--- config.mk ---
export PLATFORM = sky130hd
export DESIGN_NAME = cbb_rr_arbiter
export DESIGN_NICKNAME = d
export VERILOG_FILES = /design/src/rtl/cbb_rr_arbiter.sv
export SDC_FILE = /design/constraint.sdc
export NUM_CORES = 1
export LEC_CHECK = 0
export ABC_AREA = 1
export CORE_ASPECT_RATIO = 0.9
export CORE_UTILIZATION = 48
export DETAILED_ROUTE_END_ITERATION = 12
export PLACE_DENSITY = 0.83
export SYNTH_ARGS = -nofsm -noshare
export SYNTH_HDL_FRONTEND = slang
export SYNTH_SLANG_ARGS = --single-unit
--- constraint.sdc ---
create_clock -name clk -period 2.1 [get_ports clk]
set_clock_uncertainty 0.1 [all_clocks]
set_input_delay 0.42 -clock clk [delete_from_list [all_inputs] [get_ports clk]]
set_output_delay 0.42 -clock clk [all_outputs]
set_load 0.02 [all_outputs]
--- src/rtl/cbb_rr_arbiter.sv ---
// ---------------------------------------------------------------------------
// cbb_rr_arbiter
//   Round-robin arbiter producing the registered one-hot select for CBB_MUX.
//   A grant is held stable until the downstream consumer accepts it. Priority
//   then rotates to the requester after the one just served.
//
// Ports
//   clk        rising-edge clock
//   rst        synchronous reset, active-high
//   req_valid  [N-1:0]     per-requester valid
//   req_ready  [N-1:0]     per-requester accept (one-hot or zero, combinational)
//   sel        [N-1:0]     registered one-hot grant, drives CBB_MUX sel
//   grant_idx  [IDX_W-1:0] binary index of the set bit in sel (0 when idle)
//   out_valid  1           a grant is held
//   out_ready  1           downstream accepts the muxed data this cycle
//
// States
//   state | meaning
//   IDLE  | no grant held, sel = 0
//   GRANT | sel holds exactly one requester until out_ready
// ---------------------------------------------------------------------------
module cbb_rr_arbiter #(
  parameter int N     = 4,
  parameter int IDX_W = $clog2(N)
) (
  input  logic             clk,
  input  logic             rst,
  input  logic [N-1:0]     req_valid,
  output logic [N-1:0]     req_ready,
  output logic [N-1:0]     sel,
  output logic [IDX_W-1:0] grant_idx,
  output logic             out_valid,
  input  logic             out_ready
);

  typedef enum logic {
    IDLE  = 1'b0,
    GRANT = 1'b1
  } state_t;

  state_t           state;
  logic [IDX_W-1:0] ptr;
  logic [IDX_W-1:0] next_ptr;
  logic [IDX_W-1:0] search_ptr;
  logic [N-1:0]     search_mask;
  logic             win_found;
  logic [IDX_W-1:0] win_idx;
  logic [N-1:0]     win_onehot;
  logic             accept;

  assign out_valid = (state == GRANT);
  assign accept    = out_valid & out_ready;
  assign req_ready = sel & {N{accept}};

  assign next_ptr = (grant_idx == IDX_W'(N - 1)) ? '0 : grant_idx + IDX_W'(1);

  // In GRANT the search is only used on a handshake; the just-accepted
  // requester is masked so a back-to-back winner is always someone else.
  always_comb begin
    if (state == GRANT) begin
      search_mask = req_valid & ~sel;
      search_ptr  = next_ptr;
    end else begin
      search_mask = req_valid;
      search_ptr  = ptr;
    end
  end

  // Scan from the highest rotation offset down so the lowest offset from
  // search_ptr (the highest-priority set bit) is the last one written.
  always_comb begin : win_search
    logic [IDX_W:0]   pos;
    logic [IDX_W-1:0] idx;
    win_found = 1'b0;
    win_idx   = '0;
    pos       = '0;
    idx       = '0;
    for (int k = N - 1; k >= 0; k--) begin
      pos = {1'b0, search_ptr} + (IDX_W + 1)'(k);
      if (pos >= (IDX_W + 1)'(N)) begin
        pos = pos - (IDX_W + 1)'(N);
      end
      idx = pos[IDX_W-1:0];
      if (search_mask[idx]) begin
        win_found = 1'b1;
        win_idx   = idx;
      end
    end
  end

  assign win_onehot = {{(N - 1){1'b0}}, 1'b1} << win_idx;

  always_ff @(posedge clk) begin
    if (rst) begin
      state     <= IDLE;
      sel       <= '0;
      grant_idx <= '0;
      ptr       <= '0;
    end else begin
      case (state)
        IDLE: begin
          if (win_found) begin
            sel       <= win_onehot;
            grant_idx <= win_idx;
            state     <= GRANT;
          end
        end
        GRANT: begin
          if (out_ready) begin
            ptr <= next_ptr;
            if (win_found) begin
              sel       <= win_onehot;
              grant_idx <= win_idx;
            end else begin
              sel       <= '0;
              grant_idx <= '0;
              state     <= IDLE;
            end
          end
        end
        default: begin
          state     <= IDLE;
          sel       <= '0;
          grant_idx <= '0;
        end
      endcase
    end
  end

endmodule
# Word-level counts from Yosys, hierarchy flattened
# Index checks and enable logic that the tools add are counted.
# Widths: inputs -> output; s select.
[totals]
elab_cells = 65
register_bits = 9
[classes]
order_cmp = 8
bitwise_logic = 5
muxes = 34
reduce_logical = 2
shifts = 1
n_eq_ne = 3
add_sub_neg = 8
[ops]
columns = ["operator", "count"]
rows = [
  ["$mux 2", 13],
  ["$mux 4", 4],
  ["$lt 2x3->1 const B", 4],
  ["$mux 1", 10],
  ["$ge 3x3->1 const B", 3],
  ["$and 4x4->4", 2],
  ["$bmux 1 s2", 4],
  ["$pmux 4 s2", 1],
  ["$sub 2x1->2 const B", 4],
  ["$add 2x2->3 const B", 2],
  ["$ne 2x2->1 const B", 2],
  ["$not 4->4", 1],
  ["$pmux 2 s2", 1],
  ["$reduce_and 2->1", 2],
  ["$shl 1x2->4 const A", 1],
  ["$add 2x1->3 const B", 1],
  ["$ge 2x3->1 const B", 1],
  ["$add 2x1->2 const B", 1],
  ["$eq 2x2->1 const B", 1],
  ["$pmux 1 s2", 1],
  ["$and 1x1->1", 1],
  ["$not 1->1", 1],
]

# Logic depth before layout (Yosys ltp)
[depth]
ltp_word = 16
mapped_depth = 15
depth_no_buf = 15

# Worst setup path after synthesis
# Ideal clock, no wire load.
[synth_timing]
kind = "reg2reg"
from = "register grant_idx[0]"
to = "register sel[0]"
path_stages_with_launch = 13
path_buffers = 0
arrival_time_ns = 1.719
slack_ns = 0.153
t_required_ns = 1.872
path_cell_list = "dfxtp_1 -> ha_1 -> nor2_1 -> nand2_2 -> nand2_4 -> nand2_1 -> nand2_4 -> nor3_4 -> nor2_1 -> nand3_1 -> nor2_1 -> nor2_1 -> nor2_1"
[synth_between]
elab_chain_cells = 16
word_cells_on_any_way = 42
classes_between = "8 x add/sub; 4 x order compare; 2 x eq/ne; 1 x shift; 26 x mux; 1 x reduce/logical"
[synth_lines]
columns = ["element", "line", "source"]
rows = [
  ["from (decl)", "31", "output logic [IDX_W-1:0] grant_idx,"],
  ["from (signal assigned)", "104", "grant_idx <= win_idx;"],
  ["from (signal assigned)", "113", "grant_idx <= win_idx;"],
  ["$add 2x1->2 or $eq 2x2->1 (tied branches)", "55", "assign next_ptr = (grant_idx == IDX_W'(N - 1)) ? '0 : grant_idx + IDX_W'(1);"],
  ["$mux 2 (*)", "55", ""],
  ["$mux 2 (*)", "60", "if (state == GRANT) begin"],
  ["$add 2x2->3", "79", "pos = {1'b0, search_ptr} + (IDX_W + 1)'(k);"],
  ["$ge 3x3->1 or $sub 2x1->2 (tied branches)", "80, 81", ""],
  ["$mux 2", "80", "if (pos >= (IDX_W + 1)'(N)) begin"],
  ["$bmux 1 s2", "84", "if (search_mask[idx]) begin"],
  ["$mux 1 (implied by the code)", "84", ""],
  ["$mux 2 (4 in a row)", "84", ""],
  ["$shl 1x2->4", "91", "assign win_onehot = {{(N - 1){1'b0}}, 1'b1} << win_idx;"],
  ["$mux 4", "111", "if (win_found) begin"],
  ["$mux 4", "109", "if (out_ready) begin"],
  ["$pmux 4 s2", "100", "case (state)"],
  ["to (signal assigned)", "103", "sel <= win_onehot;"],
  ["to (signal assigned)", "112", "sel <= win_onehot;"],
  ["to (decl)", "30", "output logic [N-1:0] sel,"],
]
# Mark *: on every way between the ends. The rest lies on a longest branch, timed or not. The select of a mux whose other input is x is not followed.
# A chain may end at the register's enable or synchronous reset.

# Worst setup path in the final report
[layout_timing]
from = "register state, in the netlist out_valid"
to = "output port out_valid"
[layout_lines]
columns = ["element", "line", "source"]
rows = [
  ["from (decl)", "41", "state_t state;"],
  ["from (signal assigned)", "95", "state <= IDLE;"],
  ["from (signal assigned)", "105", "state <= GRANT;"],
  ["from (signal assigned)", "117", "state <= IDLE;"],
  ["to (decl)", "32", "output logic out_valid,"],
]
# No word-level cell between the ends.

==> metrics.txt <==
outcome complete, no violations; DR iter-0 viols 18; FP Rows 13; total gr overflow 0; clk sinks 9; Final min period 2000 ps; die height 40.5 um; most frequent cells in the layout nand2_1, clkdlybuf4s50_1, inv_1, nor2_1, dfxtp_1; vias in the first global route 707; gr usage total 23.6%; Die Wd 44.8 um; Vias/cell 5.02; worst vdd ir 0.798 mV; dpl cells 160; post-detail-place hpwl 1570 um; total CTS buffers 3; Worst-Margin Slew 360 ps; total of max-cap violations 0; commonest non-fill, non-tap cell in the layout nand2_1; Area contributors post-synth dfxtp_1, nand2_1, nand3_2; syn_nets 126; crit-path max FO 7; Switch Pwr 0.000683 W; share of cells above drive strength 1 31.0%; Reg clk slew, reported paths 60 ps; Final Cycle Share 95.4%; clk buf depth 2; fin util 71.0%; Syn-to-layout area delta 34.3%; share of the synthesized area in the top cell type 22.8%; Ports 18; cts hold-fix bufs 0; synthesized area 791 um2; CP arrival 1480 ps; RD Place Congestion 0.915; Pwr Total 0.00138 W; setup ws final 96.4 ps; vias after detailed routing 838; Worst setup SP type flip-flop; pre-CTS WS -147 ps; Warnings, synthesis 0; Logic pwr share 70.8%; die area 1810 um2; Clock Tree Root clkbuf_4; Slew Viols, Final 0; CTS tree built; Worst EP required 1580 ps; clock share of power 9.7%; Core ar. 1500 um2; f_max 0.499 GHz; Final Setup Violations 0; Remaining DRCs 0; DRT Pass-1 Iters 4; ant diodes 0; Hold Fails Final Rpt 0; P_int 0.000701 W; ANT nets after route 0; power per cell area 1300 nW/um2; Sw Ratio 49.4%; first-pass GRT wire length 3080 um; H-tree levels 1; register area share after synthesis 22.8%; Synth Area per Inst 6.70 um2; clock latency on the worst-skew pair 260 ps; critical path class flip-flop to output port; fin cells 167; Pleak 0.523 nW; CP endpoint kind output port; drt wl/cell 11.6 um; antenna violations before repair 0; final net count 154; largest net degree at the start of global routing 10; Starting Density 52.8%; Port Buffers 17; HP Class flip-flop to flip-flop; Syn Inst Count 118; #FFs+latches synth 9; leading area contributor after synthesis dfxtp_1; Sequential Power Share 19.5%; Fin Hold WS 370 ps; Slew HR 75.9%; Total Wirelength 1930 um; synth unique cells 25
through the flow:
| stage | area [um2] | TNS [ps] |
|---|---|---|
| final | 1060 | 0 |
| after global routing | 1060 | -4.86 |
| after CTS | 1030 | 0 |
| after detailed placement | 1010 | -574 |
| after global placement | 1010 | -570 |
| after floorplan | 791 | 0 |
worst max-delay path: stages, from the launching register on:
cell and delay, ps:
dfxtp_1 430, buf_4 200, clkdlybuf4s50_1 610
power by group through the flow:
stage / clock, W / combinational, W / sequential (W)
after floorplan: 0 / 0.000613 / 0.000331
after global placement: 0 / 0.000906 / 0.000272
after detailed placement: 0 / 0.000931 / 0.000272
after CTS: 0.000137 / 0.000929 / 0.000270
after global routing: 0.000144 / 0.00107 / 0.000277
final: 0.000134 / 0.000979 / 0.000270
synth_stat cells:
cell / number
nor2_1: 13
ha_1: 1
buf_1: 1
nand3b_2: 1
nand3b_1: 1
and2_4: 1
a21oi_1: 6
clkinv_2: 1
nand2_1: 34
nor3_4: 1
dfxtp_1: 9
o21ai_4: 1
or2_4: 1
a211oi_1: 1
o21ai_2: 1
nand3_1: 8
nand2_4: 5
nand3_2: 7
inv_2: 1
nand4_1: 1
inv_1: 12
nand2_2: 8
a21oi_2: 1
buf_6: 1
nor2_2: 1
sequential cells by signal, summed over array words and instances, names as in the netlist:
name       count
grant_idx      2
sel            4
out_valid      1
ptr            2
logic make-up after synthesis:
kind of cell               share of synthesized area, %
AOI/OAI and AO/OA                                  9.02
DFF                                                22.8
buffers and inverters                              8.70
and+or+nand+nor                                    57.9
adders and majority gates                          1.58
repair_timing:
item                                    CTS  global route
resized for setup                         4             4
pin swaps                                 0             4
setup buffers                             0             3
endpoints found under the setup margin    4             6
worst paths after layout:
kind / cells past startpoint / start / end / slack (ps)
worst max-delay path: 2 / out_valid / out_valid / 100
worst min-delay path: 2 / ptr[1] / ptr[1] / 370
worst max register to register: 13 / grant_idx[1] / sel[0] / 160
worst min register to register: 2 / ptr[1] / ptr[1] / 370
layout make-up:
type | count | area, um2
repair buffers | 25 | 225
fillers | 130 | 434
multi-input cells | 93 | 549
clock buffers | 4 | 26.3
well taps | 22 | 27.5
flip-flops and latches | 9 | 180
inverters | 14 | 53.8
layer usage:
metal / part of all wire [%] / global-route usage [%] / vias up
met1: 46 / 30.9 / 393
met3: 3.3 / 1.80 / 2
met4: 0.47 / 9.85 / 0
li1: - / - / 429
met5: 0 / 0 / -
met2: 50 / 40.8 / 14
No activity file was read; power rests on OpenSTA's default activity.
